[config.mk]
export PLATFORM = sky130hd
export DESIGN_NAME = ps2_scan_ctrl
export DESIGN_NICKNAME = d
export VERILOG_FILES = /design/src/rtl/ps2_pkg.sv /design/src/rtl/ps2_sync_edge.sv /design/src/rtl/ps2_scan_ctrl.sv
export SDC_FILE = /design/constraint.sdc
export NUM_CORES = 1
export LEC_CHECK = 0
export CAP_MARGIN = 20
export CORE_ASPECT_RATIO = 0.75
export CORE_MARGIN = 4
export CORE_UTILIZATION = 48
export CTS_BUF_LIST = sky130_fd_sc_hd__clkbuf_16
export DETAILED_ROUTE_END_ITERATION = 16
export PLACE_DENSITY = 0.71
export REMOVE_ABC_BUFFERS = 1
export SETUP_SLACK_MARGIN = 0.3
export SLEW_MARGIN = 20
export SYNTH_ARGS = -nofsm -noshare
export SYNTH_HDL_FRONTEND = slang
export SYNTH_HIERARCHICAL = 1
export SYNTH_SLANG_ARGS = --single-unit
[constraint.sdc]
create_clock -name clk -period 4.5 [get_ports clk]
set_input_delay 0.9 -clock clk [delete_from_list [all_inputs] [get_ports clk]]
set_output_delay 0.9 -clock clk [all_outputs]
set_load 0.05 [all_outputs]
[src/rtl/ps2_pkg.sv]
// Shared types and scancode constants for the PS/2 keyboard scan controller.
package ps2_pkg;

    typedef enum logic [1:0] {
        StIdle,
        StData,
        StParity,
        StStop
    } ps2_state_e;

    localparam logic [7:0] PS2_BREAK = 8'hF0;
    localparam logic [7:0] PS2_EXT   = 8'hE0;
    localparam logic [7:0] KEY_SPACE = 8'h29;
    localparam logic [7:0] KEY_ESC   = 8'h76;

endpackage

[src/rtl/ps2_sync_edge.sv]
// Brings the raw PS/2 clock and data into the clk domain and flags PS/2 clock falling edges.
module ps2_sync_edge
    import ps2_pkg::*;
(
    input  logic clk,
    input  logic rst,
    input  logic ps2_clk,
    input  logic ps2_data,
    output logic data_s,
    output logic fall
);

    logic clk_s1_q, clk_s2_q, clk_prev_q;
    logic data_s1_q, data_s2_q;

    // Reset to the idle bus level so no spurious edge follows reset.
    always_ff @(posedge clk) begin
        if (rst) begin
            clk_s1_q   <= 1'b1;
            clk_s2_q   <= 1'b1;
            clk_prev_q <= 1'b1;
            data_s1_q  <= 1'b1;
            data_s2_q  <= 1'b1;
        end else begin
            clk_s1_q   <= ps2_clk;
            clk_s2_q   <= clk_s1_q;
            clk_prev_q <= clk_s2_q;
            data_s1_q  <= ps2_data;
            data_s2_q  <= data_s1_q;
        end
    end

    assign data_s = data_s2_q;
    assign fall   = clk_prev_q & ~clk_s2_q;

endmodule

[src/rtl/ps2_scan_ctrl.sv]
// PS/2 keyboard frame receiver with E0/F0 prefix decoding, a valid/ready event output
// and held-level tracking for the space and esc keys.
module ps2_scan_ctrl
    import ps2_pkg::*;
#(
    parameter int unsigned TIMEOUT_CYCLES = 50000
) (
    input  logic       clk,
    input  logic       rst,
    input  logic       PS2_clk,
    input  logic       PS2_data,
    input  logic       key_ready,
    output logic       key_valid,
    output logic [7:0] key_code,
    output logic       key_break,
    output logic       key_ext,
    output logic       space_held,
    output logic       esc_held,
    output logic       frame_err,
    output logic       overflow
);

    localparam int unsigned WdW = $clog2(TIMEOUT_CYCLES + 1);
    localparam logic [WdW-1:0] WdMax = WdW'(TIMEOUT_CYCLES - 1);

    logic           data_s;
    logic           fall;
    ps2_state_e     state_q;
    logic [2:0]     cnt_q;
    logic [7:0]     shift_q;
    logic           parity_ok_q;
    logic           ext_pend_q;
    logic           brk_pend_q;
    logic [WdW-1:0] wd_q;
    logic           byte_good;
    logic           evt;

    ps2_sync_edge u_sync (
        .clk      (clk),
        .rst      (rst),
        .ps2_clk  (PS2_clk),
        .ps2_data (PS2_data),
        .data_s   (data_s),
        .fall     (fall)
    );

    always_comb begin
        byte_good = fall && (state_q == StStop) && data_s && parity_ok_q;
        evt       = byte_good && (shift_q != PS2_EXT) && (shift_q != PS2_BREAK);
    end

    always_ff @(posedge clk) begin
        if (rst) begin
            state_q     <= StIdle;
            cnt_q       <= '0;
            shift_q     <= '0;
            parity_ok_q <= 1'b0;
            ext_pend_q  <= 1'b0;
            brk_pend_q  <= 1'b0;
            wd_q        <= '0;
            key_valid   <= 1'b0;
            key_code    <= '0;
            key_break   <= 1'b0;
            key_ext     <= 1'b0;
            space_held  <= 1'b0;
            esc_held    <= 1'b0;
            frame_err   <= 1'b0;
            overflow    <= 1'b0;
        end else begin
            frame_err <= 1'b0;
            overflow  <= 1'b0;

            if (key_valid && key_ready) key_valid <= 1'b0;

            if (evt) begin
                // A concurrent transfer frees the register; otherwise the held event wins.
                if (!key_valid || key_ready) begin
                    key_valid <= 1'b1;
                    key_code  <= shift_q;
                    key_break <= brk_pend_q;
                    key_ext   <= ext_pend_q;
                end else begin
                    overflow <= 1'b1;
                end
                if (!ext_pend_q && shift_q == KEY_SPACE) space_held <= ~brk_pend_q;
                if (!ext_pend_q && shift_q == KEY_ESC)   esc_held   <= ~brk_pend_q;
            end

            if (fall) begin
                wd_q <= '0;
                case (state_q)
                    StIdle: begin
                        if (!data_s) begin
                            state_q <= StData;
                            cnt_q   <= '0;
                        end else begin
                            frame_err <= 1'b1;
                        end
                    end
                    StData: begin
                        shift_q <= {data_s, shift_q[7:1]};
                        cnt_q   <= cnt_q + 3'd1;
                        if (cnt_q == 3'd7) state_q <= StParity;
                    end
                    StParity: begin
                        parity_ok_q <= ^{shift_q, data_s};
                        state_q     <= StStop;
                    end
                    StStop: begin
                        state_q <= StIdle;
                        if (byte_good) begin
                            if (shift_q == PS2_EXT) begin
                                ext_pend_q <= 1'b1;
                            end else if (shift_q == PS2_BREAK) begin
                                brk_pend_q <= 1'b1;
                            end else begin
                                ext_pend_q <= 1'b0;
                                brk_pend_q <= 1'b0;
                            end
                        end else begin
                            frame_err  <= 1'b1;
                            ext_pend_q <= 1'b0;
                            brk_pend_q <= 1'b0;
                        end
                    end
                    default: state_q <= StIdle;
                endcase
            end else if (state_q != StIdle) begin
                // PS/2 clock stalled mid-frame: abandon the byte and any prefixes.
                if (wd_q == WdMax) begin
                    state_q    <= StIdle;
                    frame_err  <= 1'b1;
                    shift_q    <= '0;
                    cnt_q      <= '0;
                    ext_pend_q <= 1'b0;
                    brk_pend_q <= 1'b0;
                    wd_q       <= '0;
                end else begin
                    wd_q <= wd_q + WdW'(1);
                end
            end else begin
                wd_q <= '0;
            end
        end
    end

endmodule
* Word level (Yosys, flattened, before mapping) *
Index checks and enable logic that the tools add are counted.

word-level totals
  bits of input ports = 5
  bits in registers = 52
  bits in read-only memories = 0
  bits in latches = 0
  word-level logic and storage cells = 109
  RAM bits = 0
  memories kept = 0

cells by class
  multipliers = 0
  $add $sub $neg = 2
  shifts and indexed selects = 0
  bitwise logic cells = 5
  muxes and demuxes = 37
  $lt $le $gt $ge = 0
  reduce and logical (&&, ||, !) cells = 27
  eq/ne operators = 18
  div/mod/pow operators = 0

operator list
  operator                 number
  $mux W8                  4
  $mux W1                  21
  $add A16 B1 Y16 const B  1
  $eq A16 B16 Y1 const B   1
  $eq A8 B8 Y1 const B     2
  $ne A8 B8 Y1 const B     2
  $reduce_and A4 Y1        4
  $mux W3                  4
  $mux W2                  5
  $ne A3 B3 Y1 const B     3
  $reduce_xor A9 Y1        1
  $eq A8 B6 Y1 const B     1
  $eq A8 B7 Y1 const B     1
  $logic_and A1 B1 Y1      8
  $pmux W2 S4              1
  $reduce_and A2 Y1        4
  $pmux W3 S2              1
  $reduce_bool A2 Y1       3
  $eq A2 B2 Y1 const B     2
  $ne A2 B1 Y1 const B     2
  $ne A4 B4 Y1 const B     1
  $not A1 Y1               4
  $reduce_or A4 Y1         1
  $add A3 B1 Y3 const B    1
  10 further kinds         11

* Depth between registers and ports, before layout *
Gate-level depths: netlist of the first run.

  depth after elaboration = 9
  depth in mapped cells = 8
  depth with buffers taken out = 6

* Cells and area by module *
Netlist of the first run, hierarchy kept.

modules (own cells, without submodules)
  module         sequential area each (sq um)  cells each  area an instance (sq um)  instances
  ps2_scan_ctrl  940.9                         246         2,215.9                   1
  ps2_sync_edge  100.1                         11          137.6                     1

* Worst setup path after synthesis of the first run *
Ideal clock, no wire load.

  path type = input port to flip-flop
  start point = in key_ready
  end point = reg key_code[5]
  stages on the path = 5
  data arrival time = 1.660 ns
  path slack = 2.712 ns
  buffers on the path = 1
  path through = inv_1 > a221oi_1 > buf_4 > mux2i_1 > nor2_1

between the ends
  longest elaborated chain between the ends = 2

RTL lines
  what                         line                 RTL
  from (decl)                  ps2_scan_ctrl.sv:12  input logic key_ready,
  $logic_or A1 B1 Y1           ps2_scan_ctrl.sv:77  if (!key_valid || key_ready) begin
  $reduce_and A2 Y1 (no line)  --
  to (signal assigned)         ps2_scan_ctrl.sv:79  key_code <= shift_q;
  to (decl)                    ps2_scan_ctrl.sv:14  output logic [7:0] key_code,

Every way passes these cells.
A chain may end at the register's enable or synchronous reset.

* Final worst setup path of the first run *
  start point = reg key_valid
  end point = out key_valid

RTL lines
  what                    line                 RTL
  from (decl)             ps2_scan_ctrl.sv:13  output logic key_valid,
  from (signal assigned)  ps2_scan_ctrl.sv:61  key_valid <= 1'b0;
  from (signal assigned)  ps2_scan_ctrl.sv:73  if (key_valid && key_ready) key_valid <= 1'b0;
  from (signal assigned)  ps2_scan_ctrl.sv:78  key_valid <= 1'b1;

No word-level cell between the ends.

==> results.py, run 1 <==
metrics = {
    "drt": {
        "ant_nets": 0,
        "viasPerCell": 5.47,
        "drt-total-wl_mm": 4.44,
        "num_vias": 1798,
        "drt_pass1_iterations": 4,
        "wl_per_cell_um": 13.5,
        "drc": 0,
        "dr.first_iter.drc_count": 60,
    },
    "place": {
        "port_buffers": 19,
        "place_congestion": 0.784,
        "dpl.cell_count": 321,
        "hpwl_mm": 3.10,
    },
    "worst_setup_path": {
        "crit_fanout": 3,
        "cp_cell_sequence": "clkdlybuf4s50_1",
        "cp_num_cells": 1,
        "cp-end-kind": "primary output",
        "path_buf_inv": 1,
        "ff2ff_setup_slack_ns": 2.22,
        "crit_arrival_ns": 1.46,
        "path_class": "flop to primary output",
        "critPathLaunchType": "flop",
        "cp_top_family": "buffers and inverters",
        "ff2ff_path_depth": 6,
        "reg2reg_to": "key_code[2]",
        "crit_required_ns": 3.60,
        "crit_path_start": "key_valid",
        "critPathSlowestCell": "clkdlybuf4s50_1",
        "r2r-start": "u_sync/clk_prev_q",
        "cp_slowest_stage_delay_ns": 0.81,
    },
    "final_layout": {
        "instances_no_fill": 329,
        "nets": 284,
        "areaGrowthSynthToFinish_pct": 15.3,
        "drive_gt1_share_pct": 6.62,
        "postLayoutCoreUtil_pct": 59.0,
        "antennaDiodeCount": 0,
    },
    "synth": {
        "synth_flop_cell": "dfxtp_1",
        "synthCells": 257,
        "synthArstFlopShare_pct": 0,
        "synth_edf_count": 0,
        "ys_ff_latch": 52,
        "yosys_warnings": 6,
        "seq_area_frac_synth_pct": 44.2,
        "synth_area_per_cell_um2": 9.16,
        "netlist_area_mm2": 0.00235,
        "yosysUniqueCellTypes": 47,
    },
    "sta": {
        "timing.final.crit_period_ns": 2.36,
        "hold_violations": 0,
        "post-route-period-util_pct": 52.5,
        "grt_setup_unrepaired": "no",
        "max_slew_margin_pct": 49.3,
        "fin_skew_ns": 0.00522,
        "slew_viol_final": 0,
        "setup_violations": 0,
        "whs_ns": 0.405,
        "max_freq_mhz": 423,
        "tightest_slew_ns": 0.759,
        "fin_tns_setup_ns": 0,
    },
    "pwr": {
        "power.internal_uw": 682,
        "clkPwrFrac_pct": 41.5,
        "netSwitchingFraction_pct": 22.1,
        "peakVddDrop_v": 0.000242,
        "seq_power_share_pct": 53.5,
        "p_leak_uw": 0.000899,
        "p_switching_uw": 193,
        "pwr-share-comb_pct": 5.0,
        "powerDensity_mw_per_mm2": 323,
    },
    "die": {
        "dieArea_mm2": 0.00610,
        "die_h_um": 68.6,
        "initial_core_util_pct": 51.2,
        "io_pins": 20,
        "row_count": 21,
        "core-area_mm2": 0.00460,
        "die_x_um": 88.9,
    },
    "clock_tree": {
        "cts_root_buffer": "clkbuf_16",
        "cts.sinks": 52,
        "cts_tree": "yes",
        "cts_buffers": 5,
        "cts_resized": 0,
        "cts_hold_buf": 0,
        "cts_buffer_depth": 2,
        "clk_pin_slew_worst_paths_ns": 0.07,
        "clk_latency_ns": 0.29,
        "htree_num_levels": 2,
        "cts_setup_buffers": 0,
    },
    "worst_hold_path": {
        "hold_end": "u_sync/clk_s2_q",
        "hp-class": "flop to flop",
        "hold_path_startpoint": "u_sync/clk_s1_q",
        "hold_depth": 1,
    },
    "global_route": {
        "busiest_layer": "met2",
        "grt_use_met2_pct": 24.9,
        "overflow": 0,
        "grt_pass1_vias": 1669,
        "grt_use_total_pct": 16.5,
        "gr-usage-met3_pct": 3.92,
        "grt_pass1_wl_mm": 7.85,
        "use_met1_pct": 23.4,
        "antenna_found_initial": 0,
        "grt_start_max_net_pins": 38,
    },
    "run_status": {
        "status": "finished clean",
    },
    "run": {
        "cap_violations": 0,
    },
}
cells by family (layout without fill, tap and decap cells):
kind of cell	Yosys count	count (layout)	share of synthesized area, %
and+or+nand+nor	98	98	22.3
DFF	52	52	44.2
AOI/OAI and AO/OA	46	46	12.7
adders and majority gates	7	7	3.72
buffers and inverters	22	37	3.99
xor gates and xnor gates	20	20	8.03
muxes	12	12	5.10
through the flow:
stage / total power, µW / setup WS (ns) / area (µm²)
after floorplan: 505 / 1.90 / 2290
after global placement: 522 / 1.70 / 2570
after detailed placement: 523 / 1.69 / 2570
after CTS: 883 / 1.93 / 2710
after global routing: 910 / 1.94 / 2710
final: 875 / 2.14 / 2710
power by group through the flow:
stage          sequential (µW)  clock [µW]  combinational, µW
2_1_floorplan              479           0               26.1
3_3_place_gp               479           0               43.8
3_5_place_dp               479           0               44.0
4_1_cts                    468         370               44.2
5_1_grt                    469         391               50.1
6_report                   468         363               44.0
routing by layer:
| layer | share of wire [%] | vias up |
|---|---|---|
| li1 | - | 927 |
| met1 | 54 | 839 |
| met2 | 41 | 28 |
| met3 | 3.9 | 4 |
| met4 | 0.65 | 0 |
| met5 | 0 | - |
sequential cells by signal (all words and copies together), names as in the netlist, 2 cells and up:
signal / flops
state_q: 2
key_code: 8
wd_q: 16
cnt_q: 3
shift_q: 8
layout make-up:
cell class                      instances  area [µm²]
Tap cell                               57        71.3
Inverter                                9        33.8
Multi-Input combinational cell        183        1220
Clock inverter                          2        12.5
Fill cell                             401        1880
Timing Repair Buffer                   21         205
Clock buffer                            5         125
Sequential cell                        52        1040
how the worst max path moves through the flow:
stage	endpoint	slack (ns)
6_report	key_valid	2.14
4_1_cts	key_code[4]	1.93
2_1_floorplan	key_break	1.90
3_3_place_gp	key_code[6]	1.70
5_1_grt	key_code[7]	1.94
3_5_place_dp	key_code[4]	1.69
synthesized netlist by cell type, drive strengths merged (2+ instances only):
master / instances / area share, %
or2: 6 / 1.6
dfxtp: 52 / 44
nand4: 6 / 2.1
and3: 3 / 0.80
o211ai: 15 / 4.8
inv: 9 / 1.4
xnor2: 15 / 5.6
nor4: 4 / 1.1
nor2b: 2 / 0.53
mux2i: 12 / 5.1
nand3: 6 / 1.3
a21oi: 17 / 3.6
nor3: 4 / 0.85
nor2: 34 / 5.4
and2b: 2 / 0.69
nor4bb: 2 / 1.1
o21ai: 5 / 1.1
ha: 7 / 3.7
buf: 6 / 1.4
o2111ai: 2 / 0.74
clkbuf: 7 / 1.2
nand2: 18 / 2.9
xor2: 4 / 1.5
nand3b: 3 / 0.96
cell usage in the layout (no fill, tap or decap), types with 2 or more instances in the layout:
| cell type | netlist | final |
|---|---|---|
| xor2_1 | 4 | 4 |
| mux2i_1 | 12 | 12 |
| nor4_1 | 4 | 4 |
| nand3b_1 | 3 | 3 |
| o2111ai_1 | 2 | 2 |
| xnor2_1 | 15 | 15 |
| a21oi_1 | 17 | 17 |
| nand3_1 | 6 | 6 |
| clkbuf_16 | 0 | 5 |
| o211ai_1 | 15 | 15 |
| ha_1 | 7 | 7 |
| or2_1 | 5 | 5 |
| nand2_1 | 18 | 18 |
| buf_4 | 2 | 2 |
| nand4_2 | 2 | 2 |
| and3_1 | 3 | 3 |
| clkdlybuf4s50_1 | 0 | 19 |
| dfxtp_1 | 52 | 52 |
| nor3_1 | 4 | 4 |
| nor2_1 | 34 | 34 |
| o21ai_0 | 5 | 5 |
| inv_1 | 9 | 9 |
| nand4_1 | 4 | 4 |
| nor2b_1 | 2 | 2 |
(Power assumes the default switching activity.)
==> inputs of run 2 (changes only) <==
Clock period 4.5 ns to 2.4 ns, I/O delays scaled along.
==> results.py, run 2 (synthesis results as in run 1) <==
metrics = {
    "run_status": {
        "status": "finished clean",
    },
    "worst_setup_path": {
        "critPathSlowestCell": "clkdlybuf4s50_1",
        "path_class": "flop to primary output",
        "cp_top_family": "buffers and inverters",
        "crit_required_ns": 1.92,
        "critPathLaunchType": "flop",
        "path_buf_inv": 1,
        "cp_slowest_stage_delay_ns": 0.82,
        "crit_fanout": 3,
        "crit_arrival_ns": 1.47,
        "cp-end-kind": "primary output",
        "cp_cell_sequence": "clkdlybuf4s50_1",
    },
    "sta": {
        "timing.final.crit_period_ns": 1.95,
        "slew_viol_final": 0,
        "fin_skew_ns": 0.00751,
        "max_slew_margin_pct": 63.2,
        "post-route-period-util_pct": 81.3,
        "tightest_slew_ns": 0.551,
        "grt_setup_unrepaired": "no",
        "max_freq_mhz": 512,
        "whs_ns": 0.405,
        "fin_tns_setup_ns": 0,
        "hold_violations": 0,
        "setup_violations": 0,
    },
    "global_route": {
        "overflow": 0,
        "antenna_found_initial": 0,
        "gr-usage-met3_pct": 3.56,
        "grt_use_total_pct": 17.4,
        "grt_start_max_net_pins": 20,
        "grt_pass1_vias": 1688,
        "busiest_layer": "met2",
        "grt_use_met2_pct": 26.0,
        "grt_pass1_wl_mm": 8.24,
        "use_met1_pct": 25.5,
    },
    "drt": {
        "viasPerCell": 5.62,
        "drc": 0,
        "drt_pass1_iterations": 4,
        "drt-total-wl_mm": 4.78,
        "num_vias": 1876,
        "dr.first_iter.drc_count": 106,
        "wl_per_cell_um": 14.3,
        "ant_nets": 0,
    },
    "pwr": {
        "p_leak_uw": 0.000938,
        "peakVddDrop_v": 0.000455,
        "powerDensity_mw_per_mm2": 632,
    },
    "clock_tree": {
        "cts_setup_buffers": 0,
        "clk_latency_ns": 0.29,
        "cts_hold_buf": 0,
        "cts_buffer_depth": 2,
        "cts_resized": 0,
        "cts.sinks": 52,
        "cts_tree": "yes",
        "clk_pin_slew_worst_paths_ns": 0.07,
        "cts_root_buffer": "clkbuf_16",
        "cts_buffers": 5,
        "htree_num_levels": 2,
    },
    "final_layout": {
        "top_register": "wd_q",
        "mostFrequentLayoutCells": "dfxtp_1 (52), nor2_1 (34), clkdlybuf4s50_1 (19)",
        "antennaDiodeCount": 0,
        "fillers": 385,
        "postLayoutCoreUtil_pct": 60.2,
        "stdcell_area_mm2": 0.00277,
        "largest_register_ffs": 16,
        "areaGrowthSynthToFinish_pct": 17.7,
        "layout_commonest_cell": "dfxtp_1",
        "multiInputGateArea_mm2": 0.00122,
        "drive_gt1_share_pct": 7.94,
        "register_area_mm2": 0.00104,
        "largestRegisters": "wd_q (16), key_code (8), shift_q (8)",
        "instances_no_fill": 334,
        "nets": 288,
    },
    "place": {
        "place_area_mm2": 0.00261,
        "port_buffers": 19,
        "place_congestion": 0.766,
        "hpwl_mm": 3.32,
        "dpl.cell_count": 326,
    },
    "die": {
        "die_x_um": 88.9,
        "io_pins": 20,
        "core-area_mm2": 0.00460,
        "row_count": 21,
        "dieArea_mm2": 0.00610,
        "die_h_um": 68.6,
        "initial_core_util_pct": 51.2,
    },
    "run": {
        "cap_violations": 0,
    },
    "worst_hold_path": {
        "hp-class": "flop to flop",
    },
}
## run 2: cell types whose count changed in the layout (fill, tap and decap cells not counted), sizes merged
cell and change:
bufinv +1, clkinvlp -1, buf +4, inv +1
## run 2: final timing paths
kind | from | endpoint | slack [ns] | depth (start not counted)
setup reg to reg | wd_q[12] | wd_q[8] | 0.47 | 5
hold reg to reg | u_sync/clk_s1_q | u_sync/clk_s2_q | 0.40 | 1
hold / removal | u_sync/clk_s1_q | u_sync/clk_s2_q | 0.40 | 1
setup / recovery | key_valid | key_valid | 0.45 | 1
## run 2: layout make-up
| type | instances | share of cell area (%) |
|---|---|---|
| Tap cell | 57 | 2.57 |
| Sequential cell | 52 | 37.6 |
| Multi-Input combinational cell | 183 | 44.2 |
| Inverter | 9 | 1.22 |
| Timing Repair Buffer | 25 | 8.49 |
| Clock buffer | 5 | 4.52 |
| Clock inverter | 3 | 1.40 |
## run 2: stage by stage
step	total power, µW	worst slack, ns
floorplan	947	-0.152
global placement	984	0.549
detailed placement	985	0.500
CTS	1770	0.447
global route	1820	0.306
finish	1750	0.448
## run 2: where the power goes
group / switching, µW / internal (µW)
Clock: 300 / 486
Sequential: 6.89 / 871
Combinational: 54.8 / 32.5
## run 2: layer usage
| layer | wire length (µm) | part of all wire (%) |
|---|---|---|
| met1 | 2380 | 50 |
| met3 | 237 | 5.0 |
| met5 | 0 | 0 |
| met4 | 19 | 0.40 |
| met2 | 2140 | 45 |
